**config.mk**
```make
export PLATFORM = sky130hd
export DESIGN_NAME = gmii_tx_arb
export DESIGN_NICKNAME = d
export VERILOG_FILES = /design/src/rtl/gmii_tx_arb.sv
export SDC_FILE = /design/constraint.sdc
export NUM_CORES = 1
export LEC_CHECK = 0
export CAP_MARGIN = 10
export CORE_UTILIZATION = 40
export CTS_CLUSTER_DIAMETER = 30
export DETAILED_ROUTE_END_ITERATION = 10
export PLACE_DENSITY = 0.69
export SKIP_CTS_REPAIR_TIMING = 1
export SYNTH_ARGS = -nofsm -noshare
export SYNTH_HDL_FRONTEND = slang
export SYNTH_SLANG_ARGS = --single-unit
```
**constraint.sdc**
```tcl
create_clock -name clk -period 6.7 [get_ports clk]
set_clock_uncertainty 0.2 [all_clocks]
set_input_delay 1.34 -clock clk [delete_from_list [all_inputs] [get_ports clk]]
set_output_delay 1.34 -clock clk [all_outputs]
set_load 0.02 [all_outputs]
```
**src/rtl/gmii_tx_arb.sv**
```systemverilog
// -----------------------------------------------------------------------------
// gmii_tx_arb
//
// Two-requester GMII transmit arbiter. Grants the transmitter round-robin,
// frames each payload with a 7x 0x55 + 0xD5 preamble, aborts oversize frames
// or frames cut short by loss of link, and enforces an inter-packet gap.
//
// Parameters
//   IPG      idle octets on the bus between frames
//   MAX_LEN  payload octets after which an unterminated frame is aborted
//
// Ports
//   clk              125 MHz GMII transmit clock
//   rst              asynchronous active-high reset
//   operate          link ready; low aborts a frame in progress
//   req0/req1        requester has a frame pending
//   data0/data1      requester payload octet, consumed while strobeN is high
//   last0/last1      current octet is the final octet of the frame
//   grant0/grant1    requester owns the transmitter (PRE and DATA states)
//   strobe0/strobe1  requester octet consumed this cycle
//   TXD/TX_EN/TX_ER  registered GMII transmit bus
//
// Bus timing: the octet presented in a DATA cycle appears on TXD one clock
// later, so the final payload octet (or the error octet of an abort) is on the
// bus during the first GAP cycle. The GAP state therefore lasts IPG cycles and,
// together with the single IDLE decision cycle, gives exactly IPG TX_EN-low
// octets between back-to-back frames.
// -----------------------------------------------------------------------------
module gmii_tx_arb #(
    parameter int IPG     = 12,
    parameter int MAX_LEN = 1518
) (
    input  logic       clk,
    input  logic       rst,
    input  logic       operate,
    input  logic       req0,
    input  logic       req1,
    input  logic [7:0] data0,
    input  logic [7:0] data1,
    input  logic       last0,
    input  logic       last1,
    output logic       grant0,
    output logic       grant1,
    output logic       strobe0,
    output logic       strobe1,
    output logic [7:0] TXD,
    output logic       TX_EN,
    output logic       TX_ER
);

    localparam logic [1:0] S_IDLE = 2'd0;
    localparam logic [1:0] S_PRE  = 2'd1;
    localparam logic [1:0] S_DATA = 2'd2;
    localparam logic [1:0] S_GAP  = 2'd3;

    localparam int         GAP_W    = (IPG > 15) ? $clog2(IPG + 1) : 4;
    localparam logic [7:0] PREAMBLE = 8'h55;
    localparam logic [7:0] SFD      = 8'hD5;

    logic [1:0]       r_state;
    logic             r_owner;       // requester holding the current grant
    logic             r_last_owner;  // requester granted most recently
    logic [2:0]       r_pre_cnt;
    logic [10:0]      r_len;
    logic [GAP_W-1:0] r_gap_cnt;
    logic [7:0]       r_txd;
    logic             r_tx_en;
    logic             r_tx_er;

    logic       w_busy;
    logic       w_start;
    logic       w_pick;
    logic       w_abort;
    logic       w_strobe;
    logic [7:0] w_data;
    logic       w_last;

    assign w_busy  = (r_state == S_PRE) || (r_state == S_DATA);
    assign w_start = (r_state == S_IDLE) && operate && (req0 || req1);

    // On contention the requester that did not win last time goes next.
    assign w_pick = (req0 && req1) ? ~r_last_owner : req1;

    // Loss of link during the frame, or a payload that has reached MAX_LEN
    // octets without a last marker, kills the frame in this cycle.
    assign w_abort = w_busy &&
                     (!operate || ((r_state == S_DATA) && (r_len == 11'(MAX_LEN))));

    assign w_strobe = (r_state == S_DATA) && !w_abort;
    assign w_data   = r_owner ? data1 : data0;
    assign w_last   = r_owner ? last1 : last0;

    // Grants and strobes decode straight from state so that an asynchronous
    // reset removes them in the same cycle.
    assign grant0  = w_busy && !r_owner;
    assign grant1  = w_busy &&  r_owner;
    assign strobe0 = w_strobe && !r_owner;
    assign strobe1 = w_strobe &&  r_owner;

    assign TXD   = r_txd;
    assign TX_EN = r_tx_en;
    assign TX_ER = r_tx_er;

    // NOTE: every state register uses non-blocking assignment so all of them
    // update from the same pre-edge values, and the reset branch is part of
    // the sensitivity list so it acts without waiting for a clock.
    always_ff @(posedge clk or posedge rst) begin
        if (rst) begin
            r_state      <= S_IDLE;
            r_owner      <= 1'b0;
            r_last_owner <= 1'b1;  // requester 0 wins the first contention
            r_pre_cnt    <= '0;
            r_len        <= '0;
            r_gap_cnt    <= '0;
            r_txd        <= 8'h00;
            r_tx_en      <= 1'b0;
            r_tx_er      <= 1'b0;
        end else begin
            case (r_state)
                S_IDLE: begin
                    r_txd   <= 8'h00;
                    r_tx_en <= 1'b0;
                    r_tx_er <= 1'b0;
                    if (w_start) begin
                        r_state      <= S_PRE;
                        r_owner      <= w_pick;
                        r_last_owner <= w_pick;
                        r_pre_cnt    <= '0;
                        r_len        <= '0;
                        r_txd        <= PREAMBLE;
                        r_tx_en      <= 1'b1;
                    end
                end

                S_PRE: begin
                    if (w_abort) begin
                        r_state   <= S_GAP;
                        r_gap_cnt <= '0;
                        r_txd     <= 8'h00;
                        r_tx_en   <= 1'b1;
                        r_tx_er   <= 1'b1;
                    end else if (r_pre_cnt == 3'd6) begin
                        // Seventh 0x55 is on the bus; SFD goes out while the
                        // first payload octet is being strobed.
                        r_state <= S_DATA;
                        r_txd   <= SFD;
                    end else begin
                        r_pre_cnt <= r_pre_cnt + 3'd1;
                        r_txd     <= PREAMBLE;
                    end
                end

                S_DATA: begin
                    if (w_abort) begin
                        r_state   <= S_GAP;
                        r_gap_cnt <= '0;
                        r_txd     <= 8'h00;
                        r_tx_en   <= 1'b1;
                        r_tx_er   <= 1'b1;
                    end else begin
                        r_txd   <= w_data;
                        r_tx_en <= 1'b1;
                        r_tx_er <= 1'b0;
                        r_len   <= r_len + 11'd1;
                        if (w_last) begin
                            r_state   <= S_GAP;
                            r_gap_cnt <= '0;
                        end
                    end
                end

                S_GAP: begin
                    r_txd   <= 8'h00;
                    r_tx_en <= 1'b0;
                    r_tx_er <= 1'b0;
                    if (r_gap_cnt == GAP_W'(IPG - 1)) begin
                        r_state <= S_IDLE;
                    end else begin
                        r_gap_cnt <= r_gap_cnt + 1'b1;
                    end
                end

                default: r_state <= S_IDLE;
            endcase
        end
    end

endmodule

```
After elaboration in Yosys (flattened, before gate mapping) --
Index checks and enable logic that the tools add are counted.
Cells by class: $add $sub $neg 3, equality and inequality tests 15, muxes and demuxes 32, bitwise operators 1, reductions and logical operators 26
Operators with widths (count):
- two-way mux 8 bit | 4
- case mux 8 bit (4 select lines) | 1
- two-way mux 11 bit | 2
- case mux 11 bit (2 select lines) | 1
- two-way mux 4 bit | 4
- != test 2 bit (second input constant) | 7
- two-way mux 2 bit | 6
- case mux 4 bit (3 select lines) | 1
- AND reduction 4 bit | 3
- adder 11 x 1 -> 11 bit (second input constant) | 1
- == test 11 bit (second input constant) | 1
- logical AND 1 bit | 10
- two-way mux 3 bit | 3
- case mux 2 bit (4 select lines) | 1
- two-way mux 7 bit | 1
- case mux 3 bit (2 select lines) | 1
- two-way mux 1 bit | 5
- adder 4 x 1 -> 4 bit (second input constant) | 1
- == test 2 bit (second input constant) | 2
- == test 4 bit (second input constant) | 1
- case mux 1 bit (4 select lines) | 1
- nonzero test 2 bit | 2
- adder 3 x 1 -> 3 bit (second input constant) | 1
- == test 3 bit (second input constant) | 1
- 12 further kinds | 16
Word-level totals: flip-flop bits (word level) 32, output and inout bits 14, logic and storage cells 86

Longest topological paths before layout --
depth in word-level cells 7, mapped depth 7, depth with buffers taken out 6

Least setup slack after synthesis --
No wires, ideal clock.
path kind input-to-output, start point input port operate, end point output port strobe0, data arrival time 2.231 ns, required time 5.160 ns, path slack 2.929 ns, cell stages on the path 5, path buffers 1, path through nand2b_1 -> o31a_1 -> buf_2 -> nand2_1 -> nor2_1
On the way: longest elaborated chain between the ends 6
RTL lines:
- start, declared | line 35 | input logic operate,
- logical NOT 1 bit | line 87 | (!operate || ((r_state == S_DATA) && (r_len == 11'(MAX_LEN))));
- logical OR 1 bit | line 87
- logical AND 1 bit | line 86 | assign w_abort = w_busy &&
- logical NOT 1 bit | line 89 | assign w_strobe = (r_state == S_DATA) && !w_abort;
- logical AND 1 bit | line 89
- logical AND 1 bit | line 97 | assign strobe0 = w_strobe && !r_owner;
- end, declared | line 44 | output logic strobe0,
No other way between the ends.

Final worst setup path --
start point input port operate, end point output port strobe1
On the way: longest elaborated chain between the ends 6
RTL lines:
- logical NOT 1 bit | line 87
- logical OR 1 bit | line 87
- logical AND 1 bit | line 86
- logical NOT 1 bit | line 89
- logical AND 1 bit | line 89
- logical AND 1 bit | line 98 | assign strobe1 = w_strobe && r_owner;
- end, declared | line 45 | output logic strobe1,
No other way between the ends.

==> impl_metrics.csv <==
group,metric,value,unit
outcome,status,"finished clean",
layout,area_growth_syn_to_layout,25.2,%
floorplan,core_area,4750,µm²
setup_path,critPathKind,"input pin to output port",
setup_path,worstPathMaxFanout,13,
setup_path,critical_path.max_stage_delay,0.60,ns
global_route,antenna_found_initial,0,
flow_run,drv_cap,0,
setup_path,crit_path_cell_trace,"clkdlybuf4s50_1, nand2b_1, o31a_1, and3_1, clkdlybuf4s50_1",
layout,n_antenna_cell,0,
floorplan,die_h,72.5,µm
yosys,synth_edf_count,0,
yosys,synth.avg_cell_area,9.71,µm²
clock_tree,htreeDepth,2,
drt,wl,4420,µm
yosys,synth_seq_cells,32,
sta,maxSlewHeadroom,32.2,%
pwr,irDropWorstVdd,0.169,mV
drt,wl_per_cell,14.3,µm
global_route,grtUsageTotal,17.5,%
drt,drt-initial-drc-count,94,
setup_path,startpoint_type,"input pin",
floorplan,io_pins,37,
clock_tree,tritoncts,"done",
sta,hold_viol_final,0,
yosys,synthArstFlopShare,100,%
setup_path,required,5.16,ns
drt,avgViaCountPerCell,5.40,
sta,final_max_slew_viol_count,0,
floorplan,fp.dieW,72.5,µm
global_route,grt_pass1_wl,6930,µm
worst_hold_path,hold_depth,2,
floorplan,initial_core_util,41.9,%
sta,finalSetupViolCount,0,
floorplan,rows,25,
clock_tree,cts_buffers,5,
layout,layout.nets,273,
drt,drc_errors,0,
layout,final_common_cell,"clkdlybuf4s50_1",
worst_hold_path,hp-class,"register to register",
pwr,p_leak,0.00105,µW
setup_path,crit_slowest_cell,"clkdlybuf4s50_1",
clock_tree,root_buffer,"clkbuf_8",
worst_hold_path,hp-start,"r_last_owner",
floorplan,die_area,5260,µm²
setup_path,crit_family,"buffers and inverters",
global_route,grt_start_max_net_pins,33,
clock_tree,cts_sinks,32,
setup_path,r2r_cells,5,
setup_path,cp-end-kind,"output port",
setup_path,path_buf_inv,2,
sta,rsz0062_at_grt,"no",
clock_tree,clkLatencyLatePin,0.28,ns
yosys,syn_area,1990,µm²
yosys,yosysWarningCount,0,
placement,hpwlAfterDp,3110,µm
worst_hold_path,whs_endpoint,"r_last_owner",
layout,layout-drive-gt1-share,9.54,%
clock_tree,clk_path_buf_depth,2,
global_route,grt_pass1_vias,1505,
yosys,ys_types,51,
sta,worst_pin_slew,1.01,ns
layout,finalNonFillerCells,308,
sta,finalSetupTns,0,ns
yosys,ys.flop_type,"dfrtp_1",
drt,ant_nets,0,
setup_path,reg2reg_from,"r_state[0]",
clock_tree,cts.clk_slew.worst_paths,0.07,ns
setup_path,crit_start,"operate",
drt,firstDrtPassIters,4,
yosys,netlist_instances,205,
pwr,powerDensity,414,nW/µm²
yosys,ys_seq_area_share,40.3,%
setup_path,r2r_slack,3.95,ns
sta,min_period_over_period,73.4,%
drt,vias,1662,
placement,placed_cells,300,
setup_path,r2r-end,"r_len[10]",
layout,layout_common_cells,"clkdlybuf4s50_1 (36), dfrtp_1 (31), nand2_1 (19), mux2i_1 (12), o21ai_0 (11)",
placement,place_congestion,0.854,
setup_path,arrival,3.38,ns
yosys,synth.net_count,238,
sta,fin_crit,4.92,ns
setup_path,cp_common_cell,"clkdlybuf4s50_1",
placement,port_buffers,36,
sta,fmax,203,MHz
global_route,grt.overflow.total,0,
-- layout make-up --
type,count,area [µm²]
clock buffers,8,90.1
fillers,451,2260
inverters,9,33.8
multi-input cells,154,1110
flip-flops and latches,32,802
well taps,67,83.8
repair buffers,38,375
-- metrics by stage --
step | cell area (µm²) | worst slack (ns) | utilization [%] | hold slack (ns) | total power [µW]
finish | 2490 | 1.78 | 52.4 | 0.269 | 1030
detailed placement | 2400 | 1.77 | 50.5 | 0.253 | 879
global route | 2490 | 1.62 | 52.4 | 0.292 | 1110
global placement | 2400 | 1.81 | 50.5 | 0.248 | 872
CTS | 2490 | 1.76 | 52.4 | 0.265 | 1030
floorplan | 1990 | 2.93 | - | 0.239 | 709
-- power breakdown --
part	total (µW)	switching (µW)	internal [µW]	leakage (µW)
sequential	318	58.6	259	0.000417
clock	153	69.6	83.7	0.0000455
combinational	559	310	249	0.000585
-- state kept, by name, summed over array words and instances (netlist names) --
register,count
TXD,8
r_last_owner,1
r_owner,1
r_len,11
r_pre_cnt,3
r_gap_cnt,4
TX_ER,1
r_state,2
TX_EN,1
-- synth_stat cells, drive strengths merged, types with 6 or more instances --
master / count / area [µm²]
and2: 6 / 37.5
nand3: 7 / 35.0
o21ai: 11 / 55.1
ha: 10 / 125
a21oi: 7 / 35.0
mux2: 6 / 67.6
o211ai: 9 / 67.6
nand2: 19 / 71.3
dfrtp: 31 / 776
mux2i: 12 / 120
nor2: 7 / 26.3
inv: 9 / 33.8
-- routing by layer --
layer | wire length (µm) | global-route usage [%] | part of all wire, %
met1 | 2120 | 22.9 | 48
met2 | 2020 | 27.3 | 46
met3 | 206 | 4.58 | 4.7
met4 | 68 | 7.19 | 1.5
met5 | 0 | 0 | 0
-- cells by family after synthesis --
logic type	share of synthesized area, %
mux	9.43
fa+ha+maj	6.29
compound gates	19.2
flops	40.3
simple gates	20.7
buf+inv	4.09
-- how the worst max path moves through the flow --
stage	endpoint	depth (start not counted)
floorplan	strobe0	5
CTS	strobe0	6
finish	strobe1	5
global placement	strobe0	6
global route	strobe0	6
detailed placement	strobe0	6
-- worst reg2reg max path: stages, from the launching register on --
cell and delay (ns):
dfrtp_1 0.42, inv_1 0.14, ha_1 0.54, o211ai_1 0.56, nor4b_1 0.58, mux2i_1 0.24
No activity file was read; power rests on OpenSTA's default activity.
